==> src/rtl/hazard_resolve_unit.sv <==
// Hazard resolution for the MW stage: operand forwarding, load-use stall on dmem_rdy,
// branch flush sequencing, a fatal load timeout and a saturating stall counter.
module hazard_resolve_unit #(
    parameter int FLUSH_CYCLES = 1,
    parameter int MAX_WAIT     = 16,
    parameter int CNT_W        = 16
) (
    input  logic             clk,
    input  logic             rst,
    input  logic             reg_wrMW,
    input  logic [1:0]       wb_selMW,
    input  logic [6:0]       InstF_MW_opcode,
    input  logic [4:0]       rd_MW,
    input  logic [4:0]       rs1_E,
    input  logic [4:0]       rs2_E,
    input  logic             br_taken,
    input  logic             dmem_rdy,
    output logic             fwd_a,
    output logic             fwd_b,
    output logic             stall,
    output logic             flush,
    output logic [1:0]       hz_state,
    output logic             timeout_err,
    output logic [CNT_W-1:0] stall_cnt
);

    typedef enum logic [1:0] {
        IDLE    = 2'b00,
        LD_WAIT = 2'b01,
        FLUSH   = 2'b10,
        ERR     = 2'b11
    } hzState_e;

    localparam int WAIT_W  = $clog2(MAX_WAIT + 1);
    localparam int FLUSH_W = $clog2(FLUSH_CYCLES + 1);
    localparam logic [WAIT_W-1:0]  WAIT_LIMIT = WAIT_W'(MAX_WAIT);
    localparam logic [FLUSH_W-1:0] FLUSH_INIT = FLUSH_W'(FLUSH_CYCLES - 1);

    hzState_e           state_q, state_d;
    logic [WAIT_W-1:0]  waitCnt_q, waitCnt_d;
    logic [FLUSH_W-1:0] flushCnt_q, flushCnt_d;
    logic               timeoutErr_q, timeoutErr_d;
    logic [CNT_W-1:0]   stallCnt_q, stallCnt_d;
    logic               ldMW;

    assign ldMW = reg_wrMW & (wb_selMW == 2'b01) & (InstF_MW_opcode == 7'b0000011);

    always_ff @(posedge clk) begin
        if (!rst) begin
            state_q      <= IDLE;
            waitCnt_q    <= '0;
            flushCnt_q   <= '0;
            timeoutErr_q <= 1'b0;
            stallCnt_q   <= '0;
        end else begin
            state_q      <= state_d;
            waitCnt_q    <= waitCnt_d;
            flushCnt_q   <= flushCnt_d;
            timeoutErr_q <= timeoutErr_d;
            stallCnt_q   <= stallCnt_d;
        end
    end

    // A pending load outranks a branch: EX is frozen, so the branch is seen again from IDLE.
    always_comb begin
        state_d      = state_q;
        waitCnt_d    = waitCnt_q;
        flushCnt_d   = flushCnt_q;
        timeoutErr_d = timeoutErr_q;
        stallCnt_d   = stallCnt_q;
        if (stall && (stallCnt_q != '1)) begin
            stallCnt_d = stallCnt_q + 1'b1;
        end
        case (state_q)
            IDLE: begin
                if (ldMW && !dmem_rdy) begin
                    state_d   = LD_WAIT;
                    waitCnt_d = WAIT_W'(1);
                end else if (br_taken) begin
                    state_d    = FLUSH;
                    flushCnt_d = FLUSH_INIT;
                end
            end
            LD_WAIT: begin
                if (dmem_rdy) begin
                    state_d = IDLE;
                end else if (waitCnt_q == WAIT_LIMIT) begin
                    state_d      = ERR;
                    timeoutErr_d = 1'b1;
                end else begin
                    waitCnt_d = waitCnt_q + 1'b1;
                end
            end
            FLUSH: begin
                if (flushCnt_q == '0) begin
                    state_d = IDLE;
                end else begin
                    flushCnt_d = flushCnt_q - 1'b1;
                end
            end
            default: state_d = ERR;
        endcase
    end

    always_comb begin
        fwd_a = 1'b0;
        fwd_b = 1'b0;
        stall = 1'b0;
        flush = 1'b0;
        if (rst) begin
            fwd_a = reg_wrMW && (rd_MW != '0) && (rd_MW == rs1_E) && (state_q != FLUSH);
            fwd_b = reg_wrMW && (rd_MW != '0) && (rd_MW == rs2_E) && (state_q != FLUSH);
            flush = (state_q == FLUSH);
            case (state_q)
                IDLE:    stall = ldMW && !dmem_rdy;
                LD_WAIT: stall = !dmem_rdy;
                ERR:     stall = 1'b1;
                default: stall = 1'b0;
            endcase
        end
    end

    assign hz_state    = state_q;
    assign timeout_err = timeoutErr_q;
    assign stall_cnt   = stallCnt_q;

endmodule
==> config.mk <==
export PLATFORM = sky130hd
export DESIGN_NAME = hazard_resolve_unit
export DESIGN_NICKNAME = d
export VERILOG_FILES = /design/src/rtl/hazard_resolve_unit.sv
export SDC_FILE = /design/constraint.sdc
export NUM_CORES = 1
export LEC_CHECK = 0
export CORE_MARGIN = 2
export CORE_UTILIZATION = 40
export CTS_CLUSTER_DIAMETER = 120
export CTS_CLUSTER_SIZE = 14
export DETAILED_ROUTE_END_ITERATION = 8
export GPL_TIMING_DRIVEN = 0
export PLACE_DENSITY_LB_ADDON = 0.1
export SETUP_SLACK_MARGIN = 0.5
export SLEW_MARGIN = 30
export SYNTH_ARGS = -nofsm -noshare
export SYNTH_HDL_FRONTEND = slang
export SYNTH_SLANG_ARGS = --single-unit
==> constraint.sdc <==
create_clock -name clk -period 2.3 [get_ports clk]
set_input_delay 0.345 -clock clk [delete_from_list [all_inputs] [get_ports clk]]
set_output_delay 0.345 -clock clk [all_outputs]
set_load 0.05 [all_outputs]
==> summary.txt <==
Worst hold path
  – Worst Min Path Start: stall_cnt[7]
  – Hold WC Path Type: reg -> reg

Status
  – Status: finished with violations
  – Failing checks: setup timing

CTS
  – CTS clk-pin slew, worst paths: 0.13 ns
  – CTS Root Cell: clkbuf_4
  – Worst skew pair latency: 0.33 ns
  – CTS Buffer Depth: 2
  – TritonCTS buffer count: 3
  – Clock sink count: 24
  – CTS tree: yes
  – CTS Hold Bufs: 0
  – H-tree depth: 1

Worst setup path
  – Worst setup EP type: output port
  – Worst-case reg-to-reg path depth: 7
  – CP Launch Type: primary input
  – Setup crit end: stall
  – Critical R2R Capture: stall_cnt[13]
  – Req. time, crit path: 1.96 ns
  – Worst r2r src: hz_state[1]
  – Critical Path AT: 2.09 ns
  – R2R setup slack: 0.15 ns
  – Crit path max fanout: 3
  – Crit Path Category: in -> out
  – Beginning of the critical path: InstF_MW_opcode[6]

STA
  – Tcrit/Tclk final: 1.06
  – Worst setup margin: -0.133 ns
  – Setup TNS: -0.208 ns
  – Rel. slew slack: 0.464
  – Achievable Freq: 411 MHz
  – Max-slew violations: 0
  – Final hold vios: 0
  – Fin crit period: 2.43 ns
  – Endpoints failing setup: 3
  – Worst-Margin Slew: 0.795 ns
  – Worst clock skew: 0.0134 ns
  – RSZ-0062 raised after global routing: yes

Yosys
  – Syn Std Cell Area: 1420 sq um
  – Synth async-reset ratio: 0
  – Netlist cell types: 39
  – Top area cells in the synthesized netlist: dfxtp_1, xnor2_1, mux2i_1
  – Synth area leader: dfxtp_1
  – Ys Warns: 0
  – Average size of a mapped cell: 8.37 sq um
  – FF+latch count, synth: 24
  – Mapped Nets: 202
  – Synth top area share: 0.338
  – Cell with the most instances after synthesis: dfxtp_1
  – Synth top cells by count: dfxtp_1, nand2_1, nor2_1
  – Sequential share of the synthesized area: 0.338
  – Synth Flop Type: dfxtp_1
  – EDFF count, synth: 0
  – Cells after synthesis: 170

Power
  – P_leak: 0.00103 uW
  – P per Cell Area: 302 nW/um^2
  – Maximum vdd drop: 0.000161 V

Layout
  – Fin nets: 275
  – Antenna Cells: 0
  – Final Instance Area: 2430 sq um
  – Layout cell share with drive strength beyond 1: 0.293
  – Syn-to-layout area delta: 70.9%

Die
  – FP Rows: 21
  – IO Pins: 52
  – Die Y: 63.6 um
  – Core ar.: 3360 sq um
  – Initial core utilization: 0.423
  – Die X: 63.6 um
  – Die Area: 4050 sq um

Routing
  – Routed Antenna Nets: 0
  – Vias per cell: 5.43
  – Wirelength per Cell: 15.3 um
  – DR DRC count: 0
  – Routed Wire Length: 4410 um
  – Drt first pass iters: 4
  – Initial DRC Count: 110
  – Routed vias: 1,564

Global routing
  – First-pass GRT wire length: 7190 um
  – Vias in the first global route: 1,528
  – Initial antenna violation count: 0
  – Grt ovf: 0
  – Global-route usage over all layers: 0.221
  – Largest net degree at the start of global routing: 14

Run
  – Max-Cap Viols: 0

Placed design
  – IO Port Bufs: 51
  – Gp weighted congestion: 0.853
  – Pre-CTS WS: -1.08 ns
  – Post-DP Area: 2040 sq um
  – Dpl hpwl: 2790 um
==> through the flow <==
stage	utilization	hold slack [ns]	total power, uW	std cells
2_1_floorplan	-	0.479	473	170
3_3_place_gp	0.606	0.455	537	267
3_5_place_dp	0.606	0.465	540	267
4_1_cts	0.672	0.500	728	282
5_1_grt	0.723	0.513	770	288
6_report	0.723	0.492	735	288
==> what timing repair did <==
action | 4_1_cts | 5_1_grt
cloned | 0 | 0
hold endpoints to repair | 0 | 0
endpoints found under the setup margin | 44 | 27
pin swaps | 21 | 20
resized for setup | 103 | 41
buffers inserted | 11 | 6
==> registers in the layout, summed over array words and instances, names as in the netlist <==
name / count
hz_state: 2
waitCnt_q: 5
stall_cnt: 16
timeout_err: 1
==> layer usage <==
metal  share of wire  vias up  track usage  wire, um
met2            0.52       60        0.397      2290
met5               0        -            0         0
li1                -      766            -         -
met3           0.052        5       0.0464       229
met4           0.016        0       0.0489        69
met1            0.41      733        0.269      1820
==> report_power, final <==
part           internal [uW]  switching (uW)
combinational           56.6            55.0
sequential               416            1.63
clock                   68.1             137
==> worst min-delay path by stage <==
stage                          endpoint  slack [ns]  depth (start not counted)
final                      stall_cnt[7]        0.49                          2
after floorplan            waitCnt_q[4]        0.48                          2
after CTS                  stall_cnt[7]        0.50                          2
after global routing      stall_cnt[12]        0.51                          3
after global placement      timeout_err        0.45                          2
after detailed placement    timeout_err        0.47                          2
==> cells by family (layout without fill, tap and decap cells) <==
group	Yosys count	count (layout)	synth area share
simple gates	81	81	0.323
flops	24	24	0.338
compound gates	23	23	0.107
xor+xnor	16	16	0.0985
buf+inv	16	88	0.0580
mux	7	7	0.0493
fa+ha+maj	3	3	0.0264
==> cell type report <==
cell class | instances | area [sq um]
plain buffers | 8 | 77.6
clock buffers | 4 | 26.3
fillers | 297 | 932
inverters | 8 | 33.8
multi-input cells | 130 | 1100
flip-flops and latches | 24 | 487
well taps | 46 | 57.6
repair buffers | 68 | 647
==> cells in the final DEF (no fill, tap or decap), types with 2 or more instances in the layout <==
cell	count
a211oi_1	2
nand3_1	7
a31oi_1	2
dfxtp_1	21
mux2i_1	7
or4_4	3
nor2_1	13
dlymetal6s2s_1	6
clkdlybuf4s50_1	4
nand2b_1	7
nor4_4	4
buf_4	11
nor3_1	2
and3_1	3
nand4_1	4
and4_1	4
clkbuf_4	3
inv_1	6
o21ai_0	3
buf_2	4
o21ai_1	2
clkdlybuf4s15_1	4
dfxtp_2	2
dlygate4sd2_1	29
nand2_1	17
ha_1	3
xnor2_1	8
a21oi_2	2
buf_12	2
buf_6	12
xor2_1	6
clkbuf_1	2
==> critical path, cell delays in order <==
cell	delay, ns
buf_6	0.09
or4_4	0.52
or4_4	0.49
buf_6	0.13
a21o_1	0.17
buf_6	0.13
clkinvlp_4	0.07
buf_8	0.14
(Power assumes the default switching activity.)
